## config.mk

```make
export PLATFORM = sky130hd
export DESIGN_NAME = mold_header_parser
export DESIGN_NICKNAME = d
export VERILOG_FILES = /design/src/rtl/mold_header_parser.sv
export SDC_FILE = /design/constraint.sdc
export NUM_CORES = 1
export LEC_CHECK = 0
export ABC_AREA = 1
export CORE_ASPECT_RATIO = 0.7
export CORE_MARGIN = 8
export CORE_UTILIZATION = 33
export CTS_CLUSTER_SIZE = 28
export DETAILED_ROUTE_END_ITERATION = 6
export MAX_ROUTING_LAYER = met4
export PLACE_DENSITY_LB_ADDON = 0.15
export SETUP_SLACK_MARGIN = 0.1
export SLEW_MARGIN = 5
export SYNTH_ARGS = -nofsm -noshare
export SYNTH_HDL_FRONTEND = slang
export SYNTH_SLANG_ARGS = --single-unit
```

## constraint.sdc

```tcl
create_clock -name clk -period 3.3 [get_ports clk]
set_input_delay 0.495 -clock clk [delete_from_list [all_inputs] [get_ports clk]]
set_output_delay 0.495 -clock clk [all_outputs]
set_load 0.05 [all_outputs]
```

## src/rtl/mold_header_parser.sv

```systemverilog
// mold_header_parser
// Receive-side front end of the MoldUDP64 decoder. Registers each AXI-Stream
// beat and tracks its position in the packet (h0/h1/h2/payload). Decodes the
// MoldUDP64 header fields and the byte count of the registered beat. The
// decode is combinational from the single register stage, so every input beat
// appears on the outputs one cycle after it is accepted.
module mold_header_parser #(
  parameter  int AXI_DATA_W  = 64,
  parameter  int AXI_KEEP_W  = 8,
  parameter  int ML_W        = 16,
  localparam int AXI_KEEP_LW = $clog2(AXI_KEEP_W) + 1
) (
  input  logic                   clk,
  input  logic                   reset,

  input  logic                   upd_axis_tvalid_i,
  input  logic [AXI_KEEP_W-1:0]  upd_axis_tkeep_i,
  input  logic [AXI_DATA_W-1:0]  upd_axis_tdata_i,
  input  logic                   upd_axis_tlast_i,
  input  logic                   upd_axis_tuser_i,
  output logic                   upd_axis_tready_o,

  output logic                   sid_p0_v_o,
  output logic [63:0]            sid_p0_o,
  output logic                   sid_p1_v_o,
  output logic [15:0]            sid_p1_o,
  output logic                   seq_num_p0_v_o,
  output logic [47:0]            seq_num_p0_o,
  output logic                   seq_num_p1_v_o,
  output logic [15:0]            seq_num_p1_o,
  output logic                   msg_cnt_v_o,
  output logic [ML_W-1:0]        msg_cnt_o,
  output logic                   msg_len_v_o,
  output logic [ML_W-1:0]        msg_len_o,

  output logic                   payload_v_o,
  output logic [AXI_KEEP_LW-1:0] beat_len_o,
  output logic                   beat_last_o,
  output logic                   beat_err_o
);

  // Position of the registered beat inside the current UDP payload.
  typedef enum logic [1:0] {
    ST_H0      = 2'd0,
    ST_H1      = 2'd1,
    ST_H2      = 2'd2,
    ST_PAYLOAD = 2'd3
  } state_t;

  // Byte lane that carries the upper byte of the first message length.
  localparam int MSG_LEN_KEEP_BIT = 5;

  // Registered copy of the incoming beat.
  logic                  valid_r;
  logic [AXI_KEEP_W-1:0] keep_r;
  logic [AXI_DATA_W-1:0] data_r;
  logic                  last_r;
  logic                  user_r;

  // State describing the beat currently held in the register stage.
  state_t                state_r;

  // Decoded position flags for the registered beat.
  logic                  is_h0_s;
  logic                  is_h1_s;
  logic                  is_h2_s;
  logic                  is_payload_s;
  logic [AXI_KEEP_LW-1:0] keep_cnt_s;

  // Count of set bits in a byte-enable vector; works for any pattern, not
  // only thermometer codes, so a malformed tkeep still reports honestly.
  function automatic logic [AXI_KEEP_LW-1:0] keep_popcount(
    input logic [AXI_KEEP_W-1:0] keep
  );
    logic [AXI_KEEP_LW-1:0] cnt;
    cnt = {AXI_KEEP_LW{1'b0}};
    for (int i = 0; i < AXI_KEEP_W; i++) begin
      cnt = cnt + {{(AXI_KEEP_LW-1){1'b0}}, keep[i]};
    end
    return cnt;
  endfunction

  // The parser never stalls the UDP source.
  assign upd_axis_tready_o = 1'b1;

  // Input register stage: capture every cycle, clear on reset so that a
  // packet in flight is discarded.
  always_ff @(posedge clk) begin
    if (reset) begin
      valid_r <= 1'b0;
      keep_r  <= {AXI_KEEP_W{1'b0}};
      data_r  <= {AXI_DATA_W{1'b0}};
      last_r  <= 1'b0;
      user_r  <= 1'b0;
    end else begin
      valid_r <= upd_axis_tvalid_i;
      keep_r  <= upd_axis_tkeep_i;
      data_r  <= upd_axis_tdata_i;
      last_r  <= upd_axis_tlast_i;
      user_r  <= upd_axis_tuser_i;
    end
  end

  // Beat-position FSM: advances once per registered valid beat; tlast in any
  // state (including a runt header) restarts at H0 for the next packet.
  always_ff @(posedge clk) begin
    if (reset) begin
      state_r <= ST_H0;
    end else if (valid_r) begin
      if (last_r) begin
        state_r <= ST_H0;
      end else begin
        case (state_r)
          ST_H0:      state_r <= ST_H1;
          ST_H1:      state_r <= ST_H2;
          ST_H2:      state_r <= ST_PAYLOAD;
          ST_PAYLOAD: state_r <= ST_PAYLOAD;
          default:    state_r <= ST_H0;
        endcase
      end
    end else begin
      state_r <= state_r;
    end
  end

  // Position decode of the registered beat, qualified by its valid.
  always_comb begin
    is_h0_s      = 1'b0;
    is_h1_s      = 1'b0;
    is_h2_s      = 1'b0;
    is_payload_s = 1'b0;
    if (valid_r) begin
      case (state_r)
        ST_H0:      is_h0_s      = 1'b1;
        ST_H1:      is_h1_s      = 1'b1;
        ST_H2:      is_h2_s      = 1'b1;
        ST_PAYLOAD: is_payload_s = 1'b1;
        default: begin
          is_h0_s      = 1'b0;
          is_h1_s      = 1'b0;
          is_h2_s      = 1'b0;
          is_payload_s = 1'b0;
        end
      endcase
    end else begin
      is_h0_s      = 1'b0;
      is_h1_s      = 1'b0;
      is_h2_s      = 1'b0;
      is_payload_s = 1'b0;
    end
  end

  // Header field extraction: raw byte lanes of the registered data, no swap.
  always_comb begin
    sid_p0_o     = data_r[63:0];
    sid_p1_o     = data_r[15:0];
    seq_num_p0_o = data_r[63:16];
    seq_num_p1_o = data_r[15:0];
    msg_cnt_o    = data_r[16 +: ML_W];
    msg_len_o    = data_r[32 +: ML_W];
  end

  // Field valids: the length field only counts when its bytes are present.
  always_comb begin
    sid_p0_v_o     = is_h0_s;
    sid_p1_v_o     = is_h1_s;
    seq_num_p0_v_o = is_h1_s;
    seq_num_p1_v_o = is_h2_s;
    msg_cnt_v_o    = is_h2_s;
    if (is_h2_s && keep_r[MSG_LEN_KEEP_BIT]) begin
      msg_len_v_o = 1'b1;
    end else begin
      msg_len_v_o = 1'b0;
    end
  end

  // Per-beat reporting: byte count, tlast and error flag of the valid beat.
  always_comb begin
    keep_cnt_s  = keep_popcount(keep_r);
    payload_v_o = is_payload_s;
    if (valid_r) begin
      beat_len_o  = keep_cnt_s;
      beat_last_o = last_r;
      beat_err_o  = user_r;
    end else begin
      beat_len_o  = {AXI_KEEP_LW{1'b0}};
      beat_last_o = 1'b0;
      beat_err_o  = 1'b0;
    end
  end

endmodule

```

==> results.tsv <==
metric	value	unit
outcome	finished, violations left	
violations	setup timing	
p_leak	2.55	nW
place_congestion	0.769	
synth_common_cells	buf_4, inv_1, nor2_1	
synthTopCellsByArea	dfxtp_1, buf_4, inv_1	
whs	0.534	ns
fp.dieW	136	microns
avgSynthCellArea	8.29	sq um
num_rows	30	
num_vias	2608	
fin_crit	3.65	ns
syn_inst	401	
clockBufferDepth	2	
synth_most_common_cell	buf_4	
grt_pass1_vias	2768	
ir_drop	0.000202	V
multi_input_comb_area	538	sq um
synth_edf_count	0	
yosys.area.top_type_share	46.4	%
synthArstFlopShare	0	%
antenna_found_initial	0	
slowest_stage	fa_1	
crit_chain	fa_1 > inv_1 > fa_1 > fa_1 > inv_2 > ha_4 > inv_2 > fa_2 > nor2_4 > buf_12	
seq_area_frac_synth	46.4	%
drtIter0Drc	50	
io_buffers	265	
yosysTopAreaCell	dfxtp_1	
reg2reg_from	valid_r	
drc_errors	0	
rsz0062_at_grt	true	
clock_latency	0.33	ns
synth_ff_type	dfxtp_1	
start_kind	flip-flop	
layout_setup_ws	-0.348	ns
grt_overflow_total	0	
powerDensity	522	nW/um^2
io_pins	267	
ys_seq_elements	77	
cts_made_buffers	9	
cpPeakStageDelay	0.52	ns
clock-sinks	77	
worstSetupStartpoint	keep_r[0]	
tightest_slew	0.655	ns
critPathRequiredTime	2.80	ns
fmax	0.274	GHz
synth_nets	485	
cp_max_fo	2	
place_ws	-0.0279	ns
layout-area-overhead-vs-synth	69.1	%
fin_util	57.6	%
r2r-end	state_r[0]	
core_area	9760	sq um
cts_tree	yes	
reg2reg_slack	2.34	ns
slew_headroom	56.3	%
n_fill_cell	896	
seqCellArea	1540	sq um
yosys_warnings	0	
htree_num_levels	3	
final-setup-viol-count	3	
clk_pin_slew	0.06	ns
hold_class	reg -> reg	
drv_slew	0	
end_kind	output port	
grt_use_total	14.9	%
hold_viol_final	0	
cts_root_buf	clkbuf_16	
final_antenna_net_count	0	
nets	640	
routed_wirelength	9.99	mm
initial_core_util	34.1	%
hpwl	8.41	mm
grt_max_degree	39	
maxCapViolCount	0	
worstSetupPathType	reg -> out	
drive_gt1_share	6.43	%
synth_area	3330	sq um
yosysUniqueCellTypes	13	
dr.pass1.iters	4	
vias_per_cell	3.79	
arrival	3.15	ns
routedWlPerCell	14.5	microns
fin_worst_skew	0.00592	ns
die_h	100	microns
r2r_cells	4	
crit_end	beat_len_o[1]	
antennaDiodeCount	0	
dieArea	13600	sq um
grt_pass1_wl	15.2	mm
path_common_cell	fa_1	
timing.final.crit_share	111	%
## cell type report
type | instances | area share (%)
Clock buffer | 11 | 4.32
Tap cell | 128 | 2.85
Clock inverter | 4 | 1.29
Timing Repair Buffer | 268 | 48.2
Sequential cell | 77 | 27.4
Multi-Input combinational cell | 105 | 9.57
Inverter | 95 | 6.34
## how the worst min path moves through the flow
stage | start | to | slack (ns) | depth (start not counted)
after floorplan | state_r[1] | state_r[1] | 0.48 | 2
after global placement | state_r[1] | state_r[1] | 0.49 | 2
final | state_r[1] | state_r[1] | 0.53 | 2
after global routing | state_r[1] | state_r[1] | 0.56 | 2
after detailed placement | state_r[0] | state_r[1] | 0.53 | 2
after CTS | state_r[1] | state_r[1] | 0.54 | 2
## per-stage QoR
stage               setup TNS [ns]  total power [mW]  cells  cell area (sq um)
floorplan                        0              1.66    401               3350
global placement                 0              1.91    672               5280
detailed placement         -0.0348              1.92    672               5280
CTS                         -0.705              2.98    687               5610
global route                 -1.27              3.06    688               5620
finish                      -0.695              2.94    688               5620
## routing by layer
metal	track usage [%]	share of wire (%)
met5	-	0
met4	3.53	0.78
met3	7.39	11
met2	27.6	53
met1	13.5	34
## power by group
| group | internal (mW) | switching (mW) | leakage (nW) |
|---|---|---|---|
| clock network | 0.677 | 0.352 | 0.152 |
| logic | 0.325 | 0.565 | 1.76 |
| registers | 0.981 | 0.0355 | 0.642 |
## cells in the final DEF (no fill, tap or decap)
cell type and n:
nand2_1 7, nor3_1 1, clkinv_2 1, buf_2 1
clkinvlp_4 1, nor2_4 2, nand3_1 2, ha_1 2
clkdlybuf4s50_1 260, fa_1 3, nand2_2 3, clkbuf_16 9
ha_4 1, inv_1 92, buf_12 4, buf_4 3
dfxtp_1 76, conb_1 1, nor2_1 78, inv_2 3
nor2_2 2, dfxtp_2 1, clkbuf_1 1, a21oi_2 1
fa_2 1, clkbuf_8 1, a21oi_1 1, bufinv_16 2
## registers in the layout (all words and copies together) (netlist names)
signal / flops
sid_p0_o: 64
state_r: 2
user_r: 1
keep_r: 8
last_r: 1
valid_r: 1
## cell families (layout without fill, tap and decap cells)
kind of cell | count (synthesis) | in the layout | synth area share, %
AOI/OAI and AO/OA | 2 | 2 | 0.301
DFF | 77 | 77 | 46.4
other | 1 | 1 | 0.113
adders and majority gates | 7 | 7 | 3.54
buffers and inverters | 219 | 378 | 38.9
and+or+nand+nor | 95 | 95 | 10.8
## worst max-delay path, delay by kind of cell (launching register included)
| kind | cells | cell delay, ns |
|---|---|---|
| fa+ha+maj | 5 | 2.08 |
| flops | 1 | 0.32 |
| buf+inv | 4 | 0.29 |
| simple gates | 1 | 0.13 |
## repair_timing
item                       4_1_cts  5_1_grt
resized for setup                8        1
hold buffers                     0        0
pin swaps                        2        3
setup endpoints to repair        4        4
buffers inserted                 0        1
(Power assumes the default switching activity.)
